===== config.mk =====
export PLATFORM = sky130hd
export DESIGN_NAME = de_hazard_unit
export DESIGN_NICKNAME = d
export VERILOG_FILES = /design/src/rtl/de_hazard_unit.sv
export SDC_FILE = /design/constraint.sdc
export NUM_CORES = 1
export LEC_CHECK = 0
export CAP_MARGIN = 15
export CORE_ASPECT_RATIO = 1.1
export CORE_UTILIZATION = 45
export CTS_BUF_LIST = sky130_fd_sc_hd__clkbuf_16
export CTS_CLUSTER_SIZE = 40
export DETAILED_ROUTE_END_ITERATION = 16
export DONT_BUFFER_PORTS = 1
export PLACE_DENSITY = 0.67
export RECOVER_POWER = 50
export SETUP_SLACK_MARGIN = 0.2
export SKIP_CTS_REPAIR_TIMING = 1
export SLEW_MARGIN = 20
export SYNTH_ARGS = -nofsm -noshare
export SYNTH_HDL_FRONTEND = slang
export SYNTH_SLANG_ARGS = --single-unit
export TNS_END_PERCENT = 10

===== constraint.sdc =====
create_clock -name Clk -period 2.9 [get_ports Clk]
set_input_delay 0.435 -clock Clk [delete_from_list [all_inputs] [get_ports Clk]]
set_output_delay 0.435 -clock Clk [all_outputs]
set_load 0.005 [all_outputs]

===== src/rtl/de_hazard_unit.sv =====
// -----------------------------------------------------------------------------
// de_hazard_unit
//   Hazard/flush control on the consumer side of the decode/execute buffer.
//   Compares the instruction in EX (buffer outputs) with the one in decode
//   and produces stall, bubble and flush controls. It also produces the
//   FlashNum count that feeds the buffer's FlashNumIn, sequences two-word
//   (immediate) instructions and counts load-use stall cycles.
//
// Ports
//   Clk, Rst        clock; synchronous active-high reset
//   dec_src1/2      decode source register addresses
//   dec_use1/2      decode instruction actually reads src1/src2
//   dec_is_imm      decode instruction is two-word (next word is immediate)
//   ex_MR, ex_RW    EX-stage memory read / register write
//   ex_dest         EX-stage destination register
//   ex_br_taken     branch resolved taken in EX this cycle
//   pc_stall        hold PC
//   fd_stall        hold fetch/decode buffer
//   fd_flush        clear fetch/decode buffer
//   de_bubble       zero all control inputs of the decode/execute buffer
//   flush_num       remaining flush slots (to FlashNumIn)
//   imm_phase       fetched word is an immediate, not an opcode
//   stall_count     saturating count of load-use stall cycles
// -----------------------------------------------------------------------------
module de_hazard_unit #(
    parameter int FLUSH_DEPTH = 2,
    parameter int CNT_W       = 16
) (
    input  logic             Clk,
    input  logic             Rst,
    input  logic [2:0]       dec_src1,
    input  logic [2:0]       dec_src2,
    input  logic             dec_use1,
    input  logic             dec_use2,
    input  logic             dec_is_imm,
    input  logic             ex_MR,
    input  logic             ex_RW,
    input  logic [2:0]       ex_dest,
    input  logic             ex_br_taken,
    output logic             pc_stall,
    output logic             fd_stall,
    output logic             fd_flush,
    output logic             de_bubble,
    output logic [1:0]       flush_num,
    output logic             imm_phase,
    output logic [CNT_W-1:0] stall_count
);

    typedef enum logic [1:0] {
        RUN   = 2'd0,
        IMM   = 2'd1,
        FLUSH = 2'd2
    } state_t;

    // Count loaded on a taken branch: the branch cycle itself is the first
    // squashed slot, so FLUSH covers the remaining FLUSH_DEPTH-1.
    localparam logic [1:0] FLUSH_INIT = 2'(FLUSH_DEPTH - 1);

    state_t           state_q, state_d;
    logic [1:0]       flush_q, flush_d;
    logic [CNT_W-1:0] cnt_q, cnt_d;
    logic             hazard;

    // Load-use: EX loads a register that decode reads. Register 0 is an
    // ordinary register here, so no zero-address exclusion.
    assign hazard = ex_MR & ex_RW &
                    ((dec_use1 & (dec_src1 == ex_dest)) |
                     (dec_use2 & (dec_src2 == ex_dest)));

    always_comb begin
        state_d   = state_q;
        flush_d   = flush_q;
        cnt_d     = cnt_q;
        pc_stall  = 1'b0;
        fd_stall  = 1'b0;
        fd_flush  = 1'b0;
        de_bubble = 1'b0;

        if (ex_br_taken) begin
            // Taken branch wins over everything, in any state (aborts IMM,
            // reloads an in-progress FLUSH).
            fd_flush  = 1'b1;
            de_bubble = 1'b1;
            if (FLUSH_DEPTH > 1) begin
                state_d = FLUSH;
                flush_d = FLUSH_INIT;
            end else begin
                state_d = RUN;
                flush_d = 2'd0;
            end
        end else begin
            case (state_q)
                RUN: begin
                    flush_d = 2'd0;
                    if (hazard) begin
                        // One stall cycle; the bubble reaches EX next cycle
                        // and the compare naturally clears.
                        pc_stall  = 1'b1;
                        fd_stall  = 1'b1;
                        de_bubble = 1'b1;
                        if (cnt_q != {CNT_W{1'b1}})
                            cnt_d = cnt_q + CNT_W'(1);
                    end else if (dec_is_imm) begin
                        state_d = IMM;
                    end
                end
                IMM: begin
                    // Immediate word must not execute as an opcode.
                    de_bubble = 1'b1;
                    state_d   = RUN;
                    flush_d   = 2'd0;
                end
                FLUSH: begin
                    de_bubble = 1'b1;
                    fd_flush  = 1'b1;
                    if (flush_q <= 2'd1) begin
                        state_d = RUN;
                        flush_d = 2'd0;
                    end else begin
                        flush_d = flush_q - 2'd1;
                    end
                end
                default: begin
                    state_d = RUN;
                    flush_d = 2'd0;
                end
            endcase
        end
    end

    // imm_phase describes the fetched word, so it follows state alone.
    assign imm_phase   = (state_q == IMM);
    assign flush_num   = flush_q;
    assign stall_count = cnt_q;

    always_ff @(posedge Clk) begin
        if (Rst) begin
            state_q <= RUN;
            flush_q <= 2'd0;
            cnt_q   <= '0;
        end else begin
            state_q <= state_d;
            flush_q <= flush_d;
            cnt_q   <= cnt_d;
        end
    end

endmodule


**Word-level counts from Yosys, hierarchy flattened**

Cells that the tools add are included.

- Add/sub/neg operators: 2
- $lt $le $gt $ge: 1
- Eq/ne operators: 11
- Muxes and demuxes: 15
- Bitwise logic cells: 7
- Reductions and logical operators: 7

Operator list:

| cell | count |
|---|---|
| $add A16 B1 Y16 const B | 1 |
| $ne A16 B16 Y1 const B | 1 |
| $mux W1 | 9 |
| $ne A3 B3 Y1 const B | 3 |
| $mux W2 | 4 |
| $eq A3 B3 Y1 | 2 |
| $ne A2 B2 Y1 const B | 3 |
| $reduce_and A3 Y1 | 2 |
| $and A1 B1 Y1 | 4 |
| $pmux W2 S2 | 1 |
| $reduce_and A4 Y1 | 1 |
| $reduce_or A2 Y1 | 2 |
| $reduce_or A4 Y1 | 1 |
| $eq A2 B1 Y1 const B | 1 |
| $eq A2 B2 Y1 const B | 1 |
| $le A2 B1 Y1 const B | 1 |
| $logic_not A2 Y1 | 1 |
| $not A1 Y1 | 2 |
| $pmux W1 S2 | 1 |
| $sub A2 B1 Y2 const B | 1 |
| $or A1 B1 Y1 | 1 |

- Flip-flop bits (word level): 20
- Input port bits: 17
- Output and inout port bits: 23
- Word-level logic and storage cells: 48

**Depth between registers and ports, before layout**

Gate-level depths: netlist (run 1).

- Word-level depth: 7
- Gate-level depth with buffers: 8
- Depth with buffers taken out: 7

**Worst setup path after synthesis (run 1)**

No wires, ideal clock.

- Path kind: input to output
- Start point: input ex_dest[0]
- End point: output pc_stall
- Arrival: 1.534 ns
- Required time: 2.465 ns
- Path slack: 0.931 ns
- Stages: 7
- Buffers on the path: 3
- Path through: xnor2_1 and4_1 o21ai_2 buf_2 buf_4 nor2_1 buf_4

- Cells in the longest elaborated chain, start to end: 7
- Elaborated cells on any way between the ends: 9
- Those cells by class: 2 x eq/ne; 3 x mux; 4 x bitwise

RTL lines:

| item | RTL line | RTL |
|---|---|---|
| start, declared | 38 | `input logic [2:0] ex_dest,` |
| $eq A3 B3 Y1 (on tied branches) | 67, 68 |  |
| $and A1 B1 Y1 (on tied branches) | 67, 68 |  |
| $or A1 B1 Y1 * | 67 | `((dec_use1 & (dec_src1 == ex_dest)) \|` |
| $and A1 B1 Y1 * | 66 | `assign hazard = ex_MR & ex_RW &` |
| $mux W1 * (3 in series) | - |  |
| end, declared | 40 | `output logic pc_stall,` |

Mark *: on every way between the ends. The rest lies on a longest branch, timed or not.

**Worst setup path after layout (run 1)**

- Start point: register state_q[0]
- End point: output fd_stall

- Cells in the longest elaborated chain, start to end: 3

RTL lines:

| item | RTL line | RTL |
|---|---|---|
| start, declared | 59 | `state_t state_q, state_d;` |
| start signal, assigned | 142 | `state_q <= state_d;` |
| $logic_not A2 Y1 | 92 | `case (state_q)` |
| $mux W1 | 92 |  |
| $mux W1 | 79 | `if (ex_br_taken) begin` |
| end, declared | 41 | `output logic fd_stall,` |

Every way passes these cells.

==> metrics, run 1 <==
CTS tree=built; share of cells above drive strength 1=8.63%; VDD IR max=289 uV; antenna-violating nets left=0; Distinct cells, synth=33; Max-cap violations=0; Remaining DRCs=0; compound-gate portion of the synthesized area=a little over 20%; Avg WL per Cell=15.2 um; drt pass-1 iters=4; FILL cells=244; Hold Path End=stall_count[2]; min cycle time layout=2.14 ns; worst-path fanout max=14; PortBufs=0; R2R cell count=5; adder and majority gate portion of the synthesized area=between 7 and 8%; Post-Syn Area=approximately 1200 um2; Mean Syn Cell Area=~8.7 um2; pwr dens=465 nW/um2; core footprint=2540 um2; DP Wirelength=about 1900 um; total wire length=approximately 2600 um; worst-margin pin slew=0.425 ns; count of endpoints failing setup in the final report=0; GRT Total Usage=between 20% and 30%; clock root cell=clkbuf_16; WP data arrival=approximately 1.7 ns; mux share of post-synthesis cell area=1.85%; total number of vias=1065; worst r2r src=stall_count[3]; power share of the sequential group=46.3%; Std-Cell Rows=19; Seq/Total Area, Yosys=32.8%; CTS H-tree lvls=1; critical path class=reg2out; Vias/cell=6.26; WHS=0.242 ns; hold_sp=Rst; clock slew seen by the registers of the worst setup and hold paths=0.06 ns; clock tree sinks=20; overall power=approximately 600 uW; area of the multi-input gates=746 um2; Die Wd=51.6 um; status=complete, no violations; grt total ovfl=0; Mapped Nets=165; R2R setup slack=0.94 ns; Register Area=400 um2; simple-gate share of the synthesized area=~27%; largest family of logic cells by synthesized area=simple AND/OR/NAND/NOR gates; Die Y=56.6 um; vias in the first global route=1038; total CTS buffers=3; FMAX=467 MHz; NetSw=128 uW; Gate power share=5.6%; Hold Path Class=in2reg; Clk pwr share=around half; cell-internal power=477 uW; Slew Viols, Final=0; unrepaired setup endpoints after global routing=false; Iteration-0 DRC Markers=41; final hold vios=0; yosys warns=0; Startpoint Class=flip-flop; Synth Instances=141; Lkg Pwr=0.000440 uW; Syn-to-layout area delta=6.67%; initial antenna violation count=0; worst relative slew slack=a little under three quarters; I/O pins=40; Max clock buf depth=2; Synth Area in XOR/XNOR=4.31%; initial core utilization=48.0%; worst endpoint required time=2.47 ns; largest net degree at the start of global routing=23; Worst-Skew Late Latency=roughly 0.26 ns; TNS Setup=0 ns; number of synthesized register bits=20; RR Endpoint=stall_count[14]; Clock Skews=0.00540 ns; Sw Ratio=about a fifth; fin util=between 50 and 60%; ANT cells=0; final period utilization=73.9%; final net count=about 160; hold path depth=1; crit end category=output pin; gpl congestion=0.798; die area=2920 um2; first-pass GRT wire length=4510 um
-- area by class of cell --
cell class | instances | share of cell area [%]
repair buffers | 1 | 0.577
flip-flops and latches | 20 | 30.8
clock inverters | 1 | 0.288
well taps | 31 | 2.98
clock buffers | 3 | 5.77
inverters | 8 | 2.31
multi-input cells | 106 | 57.3
-- worst max-delay path by stage --
| stage | startpoint | endpoint | slack [ns] | depth (start not counted) |
|---|---|---|---|---|
| after floorplan | ex_dest[0] | pc_stall | 0.93 | 7 |
| after global placement | ex_dest[0] | pc_stall | 0.95 | 5 |
| after detailed placement | ex_dest[0] | fd_stall | 0.93 | 5 |
| after CTS | state_q[0] | fd_stall | 0.74 | 6 |
| after global routing | state_q[0] | fd_stall | 0.59 | 6 |
| final | state_q[0] | fd_stall | 0.76 | 6 |
-- logic make-up (layout without fill, tap and decap cells) --
logic type      after synthesis  in the layout
flops                        20             20
simple gates                 54             54
mux                           2              2
fa+ha+maj                     7              7
compound gates               37             37
xor+xnor                      6              6
buf+inv                      15             13
-- per-layer routing --
| metal | up-vias | GRT usage [%] | part of all wire (%) |
|---|---|---|---|
| li1 | 533 | - | - |
| met1 | 505 | 25.9 | 45 |
| met2 | 25 | 31.7 | 50 |
| met3 | 2 | 5.96 | 5.0 |
| met4 | 0 | 6.18 | 0.66 |
| met5 | - | 0 | 0 |
-- sequential cells by signal (all words and copies together) (netlist names) --
name and count:
state_q 2, stall_count 16, flush_num 2
-- per-stage QoR --
step | setup slack, ns | instance area, um2 | instances
after floorplan | 0.931 | 1220 | 141
after global placement | 0.945 | 1220 | 166
after detailed placement | 0.927 | 1220 | 166
after CTS | 0.744 | 1300 | 170
after global routing | 0.595 | 1300 | 170
final | 0.758 | 1300 | 170
-- Yosys cell counts --
cell type  instances  area [um2]
nand2_1            5        18.8
or4_1              9        67.6
o31a_1             1        8.76
a31o_4             1        17.5
a211o_1            1        8.76
o2111ai_2          1        15.0
and4_1             4        35.0
buf_6              1        11.3
ha_1               7        87.6
o2111a_1           1        11.3
and3_1             3        18.8
nor2b_1            5        31.3
buf_4              2        15.0
nand4_1            5        31.3
or2_2              1        6.26
xnor2_1            6        52.6
clkbuf_1           1        3.75
mux2_2             2        22.5
and4_4             2        22.5
o21ai_2            1        8.76
or3_1              4        25.0
nor2_1             8        30.0
nor4_1             2        12.5
dfxtp_1           20         400
o31ai_1           10        75.1
buf_2              2        10.0
o21ai_0            4        20.0
buf_1              1        3.75
and2_1             1        6.26
a21oi_1           16        80.1
inv_1              8        30.0
o21a_1             1        7.51
nand3_1            5        25.0
-- power groups by stage --
stage                     Combinational, uW  Clock [uW]  Sequential (uW)
after floorplan                        34.0           0              285
after global placement                 33.4           0              286
after detailed placement               34.1           0              286
after CTS                              34.6         297              280
after global routing                   39.4         307              280
final                                  34.1         291              280
-- layout by cell type (no fill, tap or decap), types with 6 or more instances in the layout --
| cell type | netlist | final |
|---|---|---|
| a21oi_1 | 16 | 16 |
| xnor2_1 | 6 | 6 |
| inv_1 | 8 | 8 |
| dfxtp_1 | 20 | 20 |
| ha_1 | 7 | 7 |
| or4_1 | 9 | 9 |
| nor2_1 | 8 | 8 |
| o31ai_1 | 10 | 10 |
-- critical path: stages (launching register included) --
cell     delay, ns
dfxtp_1       0.34
inv_1         0.09
ha_1          0.16
and3_1        0.26
o21ai_2       0.18
buf_4         0.22
nor2_1        0.20
Note: power is estimated with default switching activity, not from simulation.
==> inputs of run 2 (changes only) <==
--- a/config.mk
+++ b/config.mk
@@ -12,7 +12,7 @@
 export CTS_CLUSTER_SIZE = 40
 export DETAILED_ROUTE_END_ITERATION = 16
 export DONT_BUFFER_PORTS = 1
-export PLACE_DENSITY = 0.67
+export PLACE_DENSITY = 0.69
 export RECOVER_POWER = 50
 export SETUP_SLACK_MARGIN = 0.2
 export SKIP_CTS_REPAIR_TIMING = 1
==> constraint.sdc (replaced) <==
create_clock -name Clk -period 1.7 [get_ports Clk]
set_input_delay 0.255 -clock Clk [delete_from_list [all_inputs] [get_ports Clk]]
set_output_delay 0.255 -clock Clk [all_outputs]
set_load 0.005 [all_outputs]
==> metrics, run 2 (synthesized netlist as in run 1, its figures left out) <==
status=finished, violations left (was complete, no violations); violated checks=negative setup slack; die area=2920 um2 (unchanged); unrepaired setup endpoints after global routing=true (was false); Die Y=56.6 um (unchanged); total wire length=3650 um (was 2580 um); min cycle time layout=1.71 ns; GRT Total Usage=21.3% (was 20.1%); RR Endpoint=stall_count[12] (was stall_count[14]); WHS=0.0556 ns (was 0.242 ns); Gate power share=10.0% (was 5.6%); final period utilization=101%; Critical Path Source=stall_count[6] (was state_q[0]); gpl congestion=0.793 (was 0.798); R2R setup slack=-0.01 ns (was 0.94 ns); PortBufs=0 (unchanged); count of endpoints failing setup in the final report=2 (was 0); Slew Viols, Final=0 (unchanged); share of cells above drive strength 1=40.0% (was 8.63%); post-route setup slack=-0.0112 ns (was 0.758 ns); Iteration-0 DRC Markers=48 (was 41); VDD IR max=506 uV (was 289 uV); total CTS buffers=3 (unchanged); Clk pwr share=46.1% (was 48.1%); fin util=65.9% (was 51.2%); CTS H-tree lvls=1 (unchanged); Std-Cell Rows=19 (unchanged); FMAX=584 MHz; drt pass-1 iters=4 (unchanged); grt total ovfl=0 (unchanged); pwr dens=648 nW/um2 (was 465 nW/um2); WP data arrival=1.89 ns (was 1.71 ns); DP Wirelength=2230 um (was 1880 um); worst r2r src=stall_count[6] (was stall_count[3]); first-pass GRT wire length=4720 um (was 4510 um); R2R cell count=6 (was 5); initial core utilization=48.0% (unchanged); clock root cell=clkbuf_16 (unchanged); crit end category=flip-flop (was output pin); worst-margin pin slew=0.356 ns (was 0.425 ns); core footprint=2540 um2 (unchanged); overall power=1090 uW (was 604 uW); vias in the first global route=1086 (was 1038); Startpoint Class=flip-flop (unchanged); NetSw=244 uW (was 128 uW); FILL cells=191 (was 244); cell-internal power=842 uW (was 477 uW); total number of vias=1290 (was 1065); Sw Ratio=22.4% (was 21.1%); Syn-to-layout area delta=37.3% (was 6.67%); Max-cap violations=0 (unchanged); Hold Path Class=in2reg (unchanged); Remaining DRCs=0 (unchanged); largest net degree at the start of global routing=22 (was 23); clock tree sinks=20 (unchanged); worst relative slew slack=76.3% (was 71.6%); most frequent cells in the layout=24 x buf_4, 14 x dfxtp_1, 10 x o31ai_1, 10 x a21oi_1, 8 x or4_1 (was 20 x dfxtp_1, 16 x a21oi_1, 10 x o31ai_1); antenna-violating nets left=0 (unchanged); Clock Skews=0.00290 ns (was 0.00540 ns); Max clock buf depth=2 (unchanged); power share of the sequential group=43.9% (was 46.3%); Avg WL per Cell=18.2 um (was 15.2 um); I/O pins=40 (unchanged); CTS tree=built (unchanged); TNS Setup=-0.0183 ns (was 0 ns); worst-path fanout max=4 (was 14); worst endpoint required time=1.88 ns (was 2.47 ns); final net count=195 (was 164); Worst-Skew Late Latency=0.25 ns (was 0.26 ns); max FFs per register=16 (unchanged); initial antenna violation count=0 (unchanged); Vias/cell=6.42 (was 6.26); ANT cells=0 (unchanged); Die Wd=51.6 um (unchanged); clock slew seen by the registers of the worst setup and hold paths=0.06 ns (about the same); critical path class=reg2reg (was reg2out); critical path endpoint=stall_count[12] (was fd_stall); final hold vios=0 (unchanged); commonest non-fill, non-tap cell in the layout=buf_4 (was dfxtp_1); Lkg Pwr=0.000590 uW (was 0.000440 uW)
==> run 2: cell count changes in the layout (fill, tap and decap cells not counted), moves of 3 or more <==
cell	previous run	this run
dfxtp_2	0	6
nor2_1	8	5
a21oi_2	0	6
ha_1	7	4
clkbuf_1	0	4
buf_4	1	24
a21oi_1	16	10
dfxtp_1	20	14
==> run 2: through the flow <==
step / cell area, um2 / cells / worst slack (ns)
after CTS: 1500 / 193 / -0.197
final: 1680 / 201 / -0.0112
after floorplan: 1250 / 141 / 0.0702
after global placement: 1420 / 189 / -0.0270
after detailed placement: 1420 / 189 / -0.0411
after global routing: 1680 / 201 / -0.0580
==> run 2: area by class of cell <==
| cell class | instances | area, um2 | share of cell area, % |
|---|---|---|---|
| multi-input cells | 109 | 913 | 54.5 |
| flip-flops and latches | 20 | 408 | 24.3 |
| repair buffers | 29 | 206 | 12.3 |
| clock buffers | 3 | 75.1 | 4.48 |
| well taps | 31 | 38.8 | 2.32 |
| inverters | 8 | 30.0 | 1.79 |
| clock inverters | 1 | 3.75 | 0.224 |
==> run 2: per-layer routing <==
metal	wire length, um	vias up	share of wire (%)	track usage (%)
li1	-	594	-	-
met1	1450	618	40	25.7
met2	1850	68	51	35.4
met3	288	10	7.9	5.15
met4	69	0	1.9	8.49
met5	0	-	0	0
==> run 2: worst max-delay path, stage by stage (launching register included) <==
cell,delay [ns]
dfxtp_2,0.32
and4_4,0.23
and4_4,0.27
o2111ai_4,0.14
buf_4,0.18
or3_1,0.35
a21oi_1,0.15
==> run 2: power groups by stage <==
stage / clock network, uW / registers, uW / logic (uW)
after floorplan: 0 / 486 / 61.4
after global placement: 0 / 486 / 73.6
after detailed placement: 0 / 486 / 76.7
after CTS: 500 / 475 / 77.4
after global routing: 520 / 477 / 118
final: 500 / 476 / 109
==> run 2: how the worst min path moves through the flow <==
stage / startpoint / endpoint / slack [ns] / cells after the start
detailed placement: Rst / stall_count[4] / 0.32 / 1
global placement: Rst / stall_count[5] / 0.32 / 1
CTS: Rst / stall_count[4] / 0.06 / 1
finish: Rst / stall_count[5] / 0.06 / 1
floorplan: ex_br_taken / state_q[0] / 0.33 / 1
global route: Rst / stall_count[5] / 0.05 / 1
